[src/rtl/config_eeprom_pkg.sv]
// Shared types and constants for the config_eeprom shadow NVM image.
package config_eeprom_pkg;

    // Controller states: init fill sequence, then idle with read-modify-write commits.
    typedef enum logic [2:0] {
        ST_INIT_WAIT,
        ST_INIT_MAC,
        ST_INIT_FILL,
        ST_INIT_CSUM,
        ST_IDLE,
        ST_WR_OLD,
        ST_WR_COMMIT
    } state_e;

    // Word addresses of the fixed default-image entries.
    localparam int unsigned ADDR_MAC0    = 32'h00;
    localparam int unsigned ADDR_MAC1    = 32'h01;
    localparam int unsigned ADDR_MAC2    = 32'h02;
    localparam int unsigned ADDR_ICW1    = 32'h0A;
    localparam int unsigned ADDR_SUB_PID = 32'h0B;
    localparam int unsigned ADDR_SUB_VID = 32'h0C;
    localparam int unsigned ADDR_PID     = 32'h0D;
    localparam int unsigned ADDR_VID     = 32'h0E;
    localparam int unsigned ADDR_ICW2    = 32'h0F;
    localparam int unsigned ADDR_BAMSO   = 32'h30;

    // Fold the 57-bit DNA ID into the 24-bit device-unique MAC suffix.
    function automatic logic [23:0] mac_fold(input logic [56:0] id);
        return 24'(id[56:48]) + id[47:24] + id[23:0];
    endfunction

endpackage

[src/rtl/config_eeprom_if.sv]
// Read/write/MAC signal bundle between the EEPROM shadow and its users.
interface config_eeprom_if;
    logic [56:0] id;
    logic        id_valid;
    logic [7:0]  read_addr;
    logic        read_enable;
    logic [15:0] read_data;
    logic        read_valid;
    logic        wr_req;
    logic [7:0]  wr_addr;
    logic [15:0] wr_data;
    logic        wr_ack;
    logic        wr_err;
    logic        ready;
    logic [47:0] mac_address;
    logic        mac_valid;

    modport master (
        output id, id_valid, read_addr, read_enable, wr_req, wr_addr, wr_data,
        input  read_data, read_valid, wr_ack, wr_err, ready, mac_address, mac_valid
    );

    modport slave (
        input  id, id_valid, read_addr, read_enable, wr_req, wr_addr, wr_data,
        output read_data, read_valid, wr_ack, wr_err, ready, mac_address, mac_valid
    );
endinterface

[src/rtl/config_eeprom_defaults.sv]
// Combinational default NVM image word for a given address and MAC suffix.
module config_eeprom_defaults
    import config_eeprom_pkg::*;
#(
    parameter int unsigned ADDR_W  = 6,
    parameter logic [23:0] MAC_OUI = 24'hEC3F05,
    parameter logic [15:0] ICW1    = 16'h6000,
    parameter logic [15:0] SUB_PID = 16'h6120,
    parameter logic [15:0] SUB_VID = 16'hFACE,
    parameter logic [15:0] PID     = 16'h0050,
    parameter logic [15:0] VID     = 16'h8086,
    parameter logic [15:0] ICW2    = 16'h1000,
    parameter logic [15:0] BAMSO   = 16'h8000
) (
    input  logic [ADDR_W-1:0] addr,
    input  logic [23:0]       mac24,
    output logic [15:0]       word_c
);

    // Address decode of the default image; unlisted words are zero.
    always_comb begin
        word_c = '0;
        case (addr)
            ADDR_W'(ADDR_MAC0):    word_c = {MAC_OUI[15:8], MAC_OUI[23:16]};
            ADDR_W'(ADDR_MAC1):    word_c = {mac24[23:16], MAC_OUI[7:0]};
            ADDR_W'(ADDR_MAC2):    word_c = {mac24[7:0], mac24[15:8]};
            ADDR_W'(ADDR_ICW1):    word_c = ICW1;
            ADDR_W'(ADDR_SUB_PID): word_c = SUB_PID;
            ADDR_W'(ADDR_SUB_VID): word_c = SUB_VID;
            ADDR_W'(ADDR_PID):     word_c = PID;
            ADDR_W'(ADDR_VID):     word_c = VID;
            ADDR_W'(ADDR_ICW2):    word_c = ICW2;
            ADDR_W'(ADDR_BAMSO):   word_c = BAMSO;
            default:               word_c = '0;
        endcase
    end

endmodule

[src/rtl/config_eeprom.sv]
// Writable shadow EEPROM with auto-maintained checksum word at DEPTH-1.
// Optional: define CONFIG_EEPROM_MAC_LOCK_EN to make words 0..2 read-only.
module config_eeprom
    import config_eeprom_pkg::*;
#(
    parameter int unsigned ADDR_W      = 6,
    parameter logic [23:0] MAC_OUI     = 24'hEC3F05,
    parameter logic [15:0] ICW1        = 16'h6000,
    parameter logic [15:0] SUB_PID     = 16'h6120,
    parameter logic [15:0] SUB_VID     = 16'hFACE,
    parameter logic [15:0] PID         = 16'h0050,
    parameter logic [15:0] VID         = 16'h8086,
    parameter logic [15:0] ICW2        = 16'h1000,
    parameter logic [15:0] BAMSO       = 16'h8000,
    parameter logic [15:0] CSUM_TARGET = 16'hBABA
) (
    input logic            clk_i,
    input logic            rst_i,
    config_eeprom_if.slave bus
);

    localparam int unsigned       DEPTH     = 1 << ADDR_W;
    localparam logic [ADDR_W-1:0] CSUM_ADDR = ADDR_W'(DEPTH - 1);
    localparam logic [ADDR_W-1:0] LAST_FILL = ADDR_W'(DEPTH - 2);

    logic [15:0] mem [DEPTH];

    state_e            state_q, state_d;
    logic [23:0]       mac24_q, mac24_d;
    logic [ADDR_W-1:0] fill_addr_q, fill_addr_d;
    logic [15:0]       sum_q, sum_d;
    logic [15:0]       csum_q, csum_d;
    logic [ADDR_W-1:0] wr_addr_q, wr_addr_d;
    logic [15:0]       wr_data_q, wr_data_d;
    logic              wr_drop_q, wr_drop_d;
    logic [15:0]       old_q, old_d;
    logic [15:0]       read_data_q, read_data_d;
    logic              read_valid_q, read_valid_d;
    logic              wr_ack_q, wr_ack_d;
    logic              wr_err_q, wr_err_d;
    logic              ready_q, ready_d;
    logic              mac_valid_q, mac_valid_d;

    logic              we_a, we_b;
    logic [ADDR_W-1:0] waddr_a;
    logic [15:0]       wdata_a, wdata_b;
    logic [15:0]       def_word_c;
    logic [15:0]       rd_word_c;
    logic [15:0]       csum_new_c;
    logic              wr_drop_c;

    config_eeprom_defaults #(
        .ADDR_W (ADDR_W),
        .MAC_OUI(MAC_OUI),
        .ICW1   (ICW1),
        .SUB_PID(SUB_PID),
        .SUB_VID(SUB_VID),
        .PID    (PID),
        .VID    (VID),
        .ICW2   (ICW2),
        .BAMSO  (BAMSO)
    ) u_defaults (
        .addr  (fill_addr_q),
        .mac24 (mac24_q),
        .word_c(def_word_c)
    );

    assign csum_new_c = csum_q + old_q - wr_data_q;

    // Out-of-range reads return all-ones like an unprogrammed EEPROM.
    assign rd_word_c = ({1'b0, bus.read_addr} < 9'(DEPTH))
                       ? mem[bus.read_addr[ADDR_W-1:0]] : 16'hFFFF;

    // Writes the block refuses: checksum word, out of range, optionally MAC words.
    always_comb begin
        wr_drop_c = ({1'b0, bus.wr_addr} >= 9'(DEPTH - 1));
`ifdef CONFIG_EEPROM_MAC_LOCK_EN
        if (bus.wr_addr <= 8'(ADDR_MAC2)) begin
            wr_drop_c = 1'b1;
        end
`endif
    end

    // Next-state, datapath and RAM write-port control.
    always_comb begin
        state_d      = state_q;
        mac24_d      = mac24_q;
        fill_addr_d  = fill_addr_q;
        sum_d        = sum_q;
        csum_d       = csum_q;
        wr_addr_d    = wr_addr_q;
        wr_data_d    = wr_data_q;
        wr_drop_d    = wr_drop_q;
        old_d        = old_q;
        read_data_d  = read_data_q;
        read_valid_d = 1'b0;
        wr_ack_d     = 1'b0;
        wr_err_d     = 1'b0;
        mac_valid_d  = mac_valid_q;
        we_a         = 1'b0;
        waddr_a      = '0;
        wdata_a      = '0;
        we_b         = 1'b0;
        wdata_b      = '0;

        case (state_q)
            ST_INIT_WAIT: begin
                if (bus.id_valid) begin
                    state_d = ST_INIT_MAC;
                end
            end
            ST_INIT_MAC: begin
                mac24_d     = mac_fold(bus.id);
                fill_addr_d = '0;
                sum_d       = '0;
                state_d     = ST_INIT_FILL;
            end
            ST_INIT_FILL: begin
                we_a        = 1'b1;
                waddr_a     = fill_addr_q;
                wdata_a     = def_word_c;
                sum_d       = sum_q + def_word_c;
                fill_addr_d = fill_addr_q + ADDR_W'(1);
                if (fill_addr_q == LAST_FILL) begin
                    state_d = ST_INIT_CSUM;
                end
            end
            ST_INIT_CSUM: begin
                we_b        = 1'b1;
                wdata_b     = CSUM_TARGET - sum_q;
                csum_d      = CSUM_TARGET - sum_q;
                mac_valid_d = 1'b1;
                state_d     = ST_IDLE;
            end
            ST_IDLE: begin
                if (bus.read_enable) begin
                    read_data_d  = rd_word_c;
                    read_valid_d = 1'b1;
                end else if (bus.wr_req) begin
                    wr_addr_d = bus.wr_addr[ADDR_W-1:0];
                    wr_data_d = bus.wr_data;
                    wr_drop_d = wr_drop_c;
                    state_d   = ST_WR_OLD;
                end
            end
            ST_WR_OLD: begin
                old_d    = mem[wr_addr_q];
                wr_ack_d = 1'b1;
                wr_err_d = wr_drop_q;
                state_d  = ST_WR_COMMIT;
            end
            ST_WR_COMMIT: begin
                if (!wr_drop_q) begin
                    we_a    = 1'b1;
                    waddr_a = wr_addr_q;
                    wdata_a = wr_data_q;
                    we_b    = 1'b1;
                    wdata_b = csum_new_c;
                    csum_d  = csum_new_c;
                end
                state_d = ST_IDLE;
            end
            default: state_d = ST_INIT_WAIT;
        endcase

        ready_d = (state_d == ST_IDLE);
    end

    // State and output registers with synchronous reset.
    always_ff @(posedge clk_i) begin
        if (rst_i) begin
            state_q      <= ST_INIT_WAIT;
            mac24_q      <= '0;
            fill_addr_q  <= '0;
            sum_q        <= '0;
            csum_q       <= '0;
            wr_addr_q    <= '0;
            wr_data_q    <= '0;
            wr_drop_q    <= 1'b0;
            old_q        <= '0;
            read_data_q  <= '0;
            read_valid_q <= 1'b0;
            wr_ack_q     <= 1'b0;
            wr_err_q     <= 1'b0;
            ready_q      <= 1'b0;
            mac_valid_q  <= 1'b0;
        end else begin
            state_q      <= state_d;
            mac24_q      <= mac24_d;
            fill_addr_q  <= fill_addr_d;
            sum_q        <= sum_d;
            csum_q       <= csum_d;
            wr_addr_q    <= wr_addr_d;
            wr_data_q    <= wr_data_d;
            wr_drop_q    <= wr_drop_d;
            old_q        <= old_d;
            read_data_q  <= read_data_d;
            read_valid_q <= read_valid_d;
            wr_ack_q     <= wr_ack_d;
            wr_err_q     <= wr_err_d;
            ready_q      <= ready_d;
            mac_valid_q  <= mac_valid_d;
        end
    end

    // Image RAM; port b is dedicated to the checksum word. Reset cancels writes.
    always_ff @(posedge clk_i) begin
        if (!rst_i) begin
            if (we_a) begin
                mem[waddr_a] <= wdata_a;
            end
            if (we_b) begin
                mem[CSUM_ADDR] <= wdata_b;
            end
        end
    end

    assign bus.read_data   = read_data_q;
    assign bus.read_valid  = read_valid_q;
    assign bus.wr_ack      = wr_ack_q;
    assign bus.wr_err      = wr_err_q;
    assign bus.ready       = ready_q;
    assign bus.mac_address = {MAC_OUI, mac24_q};
    assign bus.mac_valid   = mac_valid_q;

endmodule

[src/flat_wrapper.sv]
// flat-port wrapper written by rule: the top's interface ports become plain ports
module config_eeprom_flat import config_eeprom_pkg::*;
#(
    parameter int unsigned ADDR_W      = 6,
    parameter logic [23:0] MAC_OUI     = 24'hEC3F05,
    parameter logic [15:0] ICW1        = 16'h6000,
    parameter logic [15:0] SUB_PID     = 16'h6120,
    parameter logic [15:0] SUB_VID     = 16'hFACE,
    parameter logic [15:0] PID         = 16'h0050,
    parameter logic [15:0] VID         = 16'h8086,
    parameter logic [15:0] ICW2        = 16'h1000,
    parameter logic [15:0] BAMSO       = 16'h8000,
    parameter logic [15:0] CSUM_TARGET = 16'hBABA
)
  (clk_i, rst_i, bus_id, bus_id_valid, bus_read_addr, bus_read_enable, bus_wr_req, bus_wr_addr, bus_wr_data, bus_read_data, bus_read_valid, bus_wr_ack, bus_wr_err, bus_ready, bus_mac_address, bus_mac_valid);
  config_eeprom_if bus_i ();
  input logic clk_i;
  input logic rst_i;
  input wire logic [$bits(bus_i.id)-1:0] bus_id;
  input wire logic [$bits(bus_i.id_valid)-1:0] bus_id_valid;
  input wire logic [$bits(bus_i.read_addr)-1:0] bus_read_addr;
  input wire logic [$bits(bus_i.read_enable)-1:0] bus_read_enable;
  input wire logic [$bits(bus_i.wr_req)-1:0] bus_wr_req;
  input wire logic [$bits(bus_i.wr_addr)-1:0] bus_wr_addr;
  input wire logic [$bits(bus_i.wr_data)-1:0] bus_wr_data;
  output wire logic [$bits(bus_i.read_data)-1:0] bus_read_data;
  output wire logic [$bits(bus_i.read_valid)-1:0] bus_read_valid;
  output wire logic [$bits(bus_i.wr_ack)-1:0] bus_wr_ack;
  output wire logic [$bits(bus_i.wr_err)-1:0] bus_wr_err;
  output wire logic [$bits(bus_i.ready)-1:0] bus_ready;
  output wire logic [$bits(bus_i.mac_address)-1:0] bus_mac_address;
  output wire logic [$bits(bus_i.mac_valid)-1:0] bus_mac_valid;
  assign bus_i.id = bus_id;
  assign bus_i.id_valid = bus_id_valid;
  assign bus_i.read_addr = bus_read_addr;
  assign bus_i.read_enable = bus_read_enable;
  assign bus_i.wr_req = bus_wr_req;
  assign bus_i.wr_addr = bus_wr_addr;
  assign bus_i.wr_data = bus_wr_data;
  assign bus_read_data = bus_i.read_data;
  assign bus_read_valid = bus_i.read_valid;
  assign bus_wr_ack = bus_i.wr_ack;
  assign bus_wr_err = bus_i.wr_err;
  assign bus_ready = bus_i.ready;
  assign bus_mac_address = bus_i.mac_address;
  assign bus_mac_valid = bus_i.mac_valid;
  config_eeprom #(.ADDR_W(ADDR_W), .MAC_OUI(MAC_OUI), .ICW1(ICW1), .SUB_PID(SUB_PID), .SUB_VID(SUB_VID), .PID(PID), .VID(VID), .ICW2(ICW2), .BAMSO(BAMSO), .CSUM_TARGET(CSUM_TARGET)) u_core (.clk_i(clk_i), .rst_i(rst_i), .bus(bus_i));
endmodule
[config.mk]
export PLATFORM = sky130hd
export DESIGN_NAME = config_eeprom_flat
export DESIGN_NICKNAME = d
export VERILOG_FILES = /design/src/rtl/config_eeprom_pkg.sv /design/src/rtl/config_eeprom_if.sv /design/src/rtl/config_eeprom_defaults.sv /design/src/rtl/config_eeprom.sv /design/src/flat_wrapper.sv
export SDC_FILE = /design/constraint.sdc
export NUM_CORES = 2
export LEC_CHECK = 0
export CAP_MARGIN = 20
export CORE_ASPECT_RATIO = 0.8
export CORE_MARGIN = 2
export CORE_UTILIZATION = 45
export DETAILED_ROUTE_END_ITERATION = 10
export PLACE_DENSITY_LB_ADDON = 0.08
export SLEW_MARGIN = 10
export SYNTH_ARGS = -nofsm -noshare
export SYNTH_HDL_FRONTEND = slang
export SYNTH_SLANG_ARGS = --single-unit
[constraint.sdc]
create_clock -name clk_i -period 8.4 [get_ports clk_i]
set_input_delay 0.84 -clock clk_i [delete_from_list [all_inputs] [get_ports clk_i]]
set_output_delay 0.84 -clock clk_i [all_outputs]
set_load 0.005 [all_outputs]
==> impl_metrics.env <==
export IMPL_worst_r2r_startpoint="u_core.fill_addr_q[3]"
export IMPL_synthesis_instances=3152
export IMPL_finish_instance_area_sq_um=63500
export IMPL_clockRootBuffer="sky130_fd_sc_hd__clkbuf_16"
export IMPL_worstHoldStart="u_core.csum_q[9]"
export IMPL_timing_critical_path_slowest_stage_cell="sky130_fd_sc_hd__dfxtp_1"
export IMPL_layoutNonFillerInstCount=5006
export IMPL_drt_total_wl_mm=177
export IMPL_overall_power_of_the_completed_layout_mw=12.6
export IMPL_fp_dieArea_sq_um=127000
export IMPL_finish_net_count=3447
export IMPL_synth_top_area_share=0.549
export IMPL_htree_levels=3
export IMPL_timing_setup_critical_path_class="flop to flop"
export IMPL_finalWeightedCongestion=0.880
export IMPL_synth_async_reset_ratio=0
export IMPL_dieHeight_um=320
export IMPL_clock_path_buffers=3
export IMPL_drc_violations_left=0
export IMPL_timing_final_ws_setup_ns=3.85
export IMPL_regToRegEndpoint="u_core.sum_q[13]"
export IMPL_finalSetupTns_ns=0
export IMPL_yosysWarnings=0
export IMPL_ys_flop_type="sky130_fd_sc_hd__edfxtp_1"
export IMPL_cts_setup_buffers=0
export IMPL_synth_seq_area_share=0.594
export IMPL_initial_core_util=0.455
export IMPL_post_cts_resized_instances=0
export IMPL_share_of_synthesized_area_spent_on_multiplexers=0.271
export IMPL_cts_buffers=118
export IMPL_placement_setup_worst_slack_ns=3.80
export IMPL_p_leak_nw=19.0
export IMPL_vias=33066
export IMPL_post_route_cells_drive_above_1_share=0.303
export IMPL_dp_final_hpwl_mm=109
export IMPL_cp_data_arrival_time_ns=5.16
export IMPL_floorplan_die_width_um=398
export IMPL_route_detailed_vias_per_inst=6.61
export IMPL_worst_setup_hold_path_clk_slew_ns=0.06
export IMPL_antenna_found_initial=16
export IMPL_grt_max_degree=126
export IMPL_total_routing_usage_gr=0.280
export IMPL_setup_viol=0
export IMPL_internal_power_mw=9.69
export IMPL_synth_adder_area_share=0.0246
export IMPL_timing_max_transition_violations_final=0
export IMPL_floorplan_rows=115
export IMPL_status="finished, final reports clean"
export IMPL_cts_hold_buffers_added=0
export IMPL_max_cap_violations=0
export IMPL_final_min_clock_period_ns=4.55
export IMPL_drt_wirelength_per_cell_um=35.3
export IMPL_power_ir_vdd_worst_mv=0.171
export IMPL_cp_slowest_stage_delay_ns=0.68
export IMPL_critical_path_cell_chain="and2_1, nand2_1, a21oi_1, ha_1, a21o_1, a21o_1, a311oi_1, o31ai_1, a211o_1, o2111ai_1, a22oi_1, or3_1, a32oi_1, nor2_1"
export IMPL_critical_path_endpoint_type="flop"
export IMPL_first_global_vias=33244
export IMPL_hold_path_depth=2
export IMPL_worst_r2r_setup_slack_ns=3.85
export IMPL_tightest_slew_ns=1.14
export IMPL_period_utilization=0.542
export IMPL_synth_cell_types=72
export IMPL_synth_simple_gate_area_frac=0.0397
export IMPL_power_per_cell_area_nw_per_um2=198
export IMPL_yosys_area_share_xor_xnor=0.00938
export IMPL_initialDrtViolationCount=3965
export IMPL_dp_cells=4776
export IMPL_worst_relative_slew_slack=0.239
export IMPL_route_antenna_remaining_nets=0
export IMPL_skew_ns=0.0274
export IMPL_synth_top_cells_by_area="sky130_fd_sc_hd__edfxtp_1 55%, sky130_fd_sc_hd__mux4_2 27%, sky130_fd_sc_hd__dfxtp_1 4.5%"
export IMPL_worst_ep_required_time_ns=9.01
export IMPL_global_route_overflow_total=0
export IMPL_portBuffers=138
export IMPL_synth_compound_gate_area_share=0.0371
export IMPL_critical_path_top_cell_by_count="sky130_fd_sc_hd__a21o_1"
export IMPL_critical_path_peak_fanout=14
export IMPL_p_seq_frac=0.500
export IMPL_switching_power_mw=2.86
export IMPL_drt_pre_antenna_iters=6
export IMPL_p_clk_frac=0.422
export IMPL_combinationalPowerShare=0.078
export IMPL_clock_sinks=1149
export IMPL_category_of_the_worst_setup_path_launch_point="flop"
export IMPL_synth_area_leader="sky130_fd_sc_hd__edfxtp_1"
export IMPL_holdCritPathClass="flop to flop"
export IMPL_cts_tree="built"
export IMPL_synthesis_area_sq_um=56000
export IMPL_ioPinCount=163
export IMPL_post_synth_cell_area_avg_sq_um=17.8
export IMPL_hold_path_endpoint="u_core.csum_q[9]"
export IMPL_final_hold_violation_count=0
export IMPL_wire_length_of_the_first_global_routing_pass_mm=252
export IMPL_synth_top_family_by_area="multiplexers"
export IMPL_setup_repair_after_global_routing_missed_its_margin="false"
export IMPL_ys_ff_latch=1149
export IMPL_synth_edf_count=1024
export IMPL_area_growth_synth_to_final_pct=13.4
export IMPL_fmax_mhz=220
export IMPL_reg2regPathDepth=14
export IMPL_power_share_switching=0.228
export IMPL_placeableCoreArea_sq_um=123000
export IMPL_dpl_instance_area_sq_um=59600
export IMPL_clk_latency_ns=0.74
## area by class of cell
class | instances | area, sq um
clock inverter | 45 | 433
multi-input combinational | 1686 | 21900
sequential | 1149 | 33300
antenna | 1 | 2.50
inverter | 91 | 342
tap | 1638 | 2050
clock buffer | 180 | 3420
fill | 9954 | 59700
timing repair buffer | 216 | 2080
## through the flow
step,hold WS [ns],util
finish,0.455,0.516
global route,0.472,0.516
CTS,0.458,0.515
detailed placement,0.450,0.484
global placement,0.445,0.483
floorplan,0.436,-
## synthesized netlist by cell type, drive strengths merged, types with 26 or more instances
cell type	count
a21oi	131
buf	86
ha	65
fa	26
inv	91
o21ai	41
clkbuf	162
nor2	185
nor3	26
a22oi	27
nand2	187
edfxtp	1024
xnor2	40
dfxtp	125
mux4	672
## worst max path at each step
stage / from / endpoint / slack (ns)
5_1_grt: u_core.fill_addr_q[5] / u_core.sum_q[8] / 3.48
4_1_cts: u_core.fill_addr_q[0] / u_core.sum_q[14] / 3.96
3_3_place_gp: rst_i / u_core.mem[40][2] / 3.62
2_1_floorplan: u_core.fill_addr_q[2] / u_core.mem[0][4] / 3.99
6_report: u_core.fill_addr_q[3] / u_core.sum_q[13] / 3.85
3_5_place_dp: bus_read_addr[0] / u_core.bus.read_data[9] / 3.80
## placed cells by master (no fill, tap or decap), types with 8 or more instances in the layout
master and instances:
sky130_fd_sc_hd__and3_1 10, sky130_fd_sc_hd__a21o_1 20, sky130_fd_sc_hd__clkbuf_16 123, sky130_fd_sc_hd__clkbuf_8 13, sky130_fd_sc_hd__a311oi_1 8, sky130_fd_sc_hd__fa_1 26
sky130_fd_sc_hd__nor2_4 37, sky130_fd_sc_hd__o21ai_0 32, sky130_fd_sc_hd__clkinv_1 19, sky130_fd_sc_hd__nand3_1 15, sky130_fd_sc_hd__a21oi_1 129, sky130_fd_sc_hd__nand2_1 187
sky130_fd_sc_hd__bufinv_16 8, sky130_fd_sc_hd__xor2_1 20, sky130_fd_sc_hd__a22oi_1 27, sky130_fd_sc_hd__edfxtp_1 1024, sky130_fd_sc_hd__nor2_1 122, sky130_fd_sc_hd__conb_1 24
sky130_fd_sc_hd__ha_1 65, sky130_fd_sc_hd__clkinv_2 15, sky130_fd_sc_hd__clkbuf_1 44, sky130_fd_sc_hd__clkdlybuf4s50_1 133, sky130_fd_sc_hd__buf_4 70, sky130_fd_sc_hd__xnor2_1 40
sky130_fd_sc_hd__nor2_2 26, sky130_fd_sc_hd__nor3_1 26, sky130_fd_sc_hd__inv_1 88, sky130_fd_sc_hd__mux4_2 672, sky130_fd_sc_hd__nor2b_1 15, sky130_fd_sc_hd__a211oi_1 12
sky130_fd_sc_hd__dfxtp_1 120, sky130_fd_sc_hd__nand2b_1 15, sky130_fd_sc_hd__a31oi_1 12
## cells by family (layout without fill, tap and decap cells)
logic type,after synthesis,after routing
fa+ha+maj,95,95
compound gates,325,325
xor+xnor,60,60
simple gates,507,507
buf+inv,339,532
other cells,2,25
mux,675,675
flops,1149,1149
## power groups by stage
stage               Combinational, mW  Clock, mW  Sequential [mW]
floorplan                       0.631          0             6.38
global placement                0.952          0             6.40
detailed placement              0.966          0             6.40
CTS                             0.971       5.39             6.28
global route                     1.05       5.60             6.28
finish                          0.976       5.30             6.28
## state kept, by name (all words and copies together) (netlist names)
name	count
u_core.mem	1024
u_core.mac24_q	24
u_core.bus.read_data	16
u_core.csum_q	16
u_core.old_q	16
u_core.sum_q	16
u_core.wr_data_q	16
u_core.fill_addr_q	6
u_core.wr_addr_q	6
u_core.state_q	3
u_core.bus.mac_valid	1
u_core.bus.read_valid	1
u_core.bus.ready	1
u_core.bus.wr_ack	1
u_core.bus.wr_err	1
u_core.wr_drop_q	1
## metal layers
layer  up-vias  global-route usage  part of all wire
li1      13215                   -                 -
met1     17669               0.414              0.41
met2      1868               0.421              0.46
met3       308              0.0609              0.10
met4         6              0.0772             0.030
met5         -                   0           0.00020
## critical path: cells and delay by family, from the launching register on
family	cells	cell delay, ns
compound gates	9	2.39
fa+ha+maj	1	0.33
simple gates	4	1.03
flops	1	0.68
Note: power is estimated with default switching activity, not from simulation.
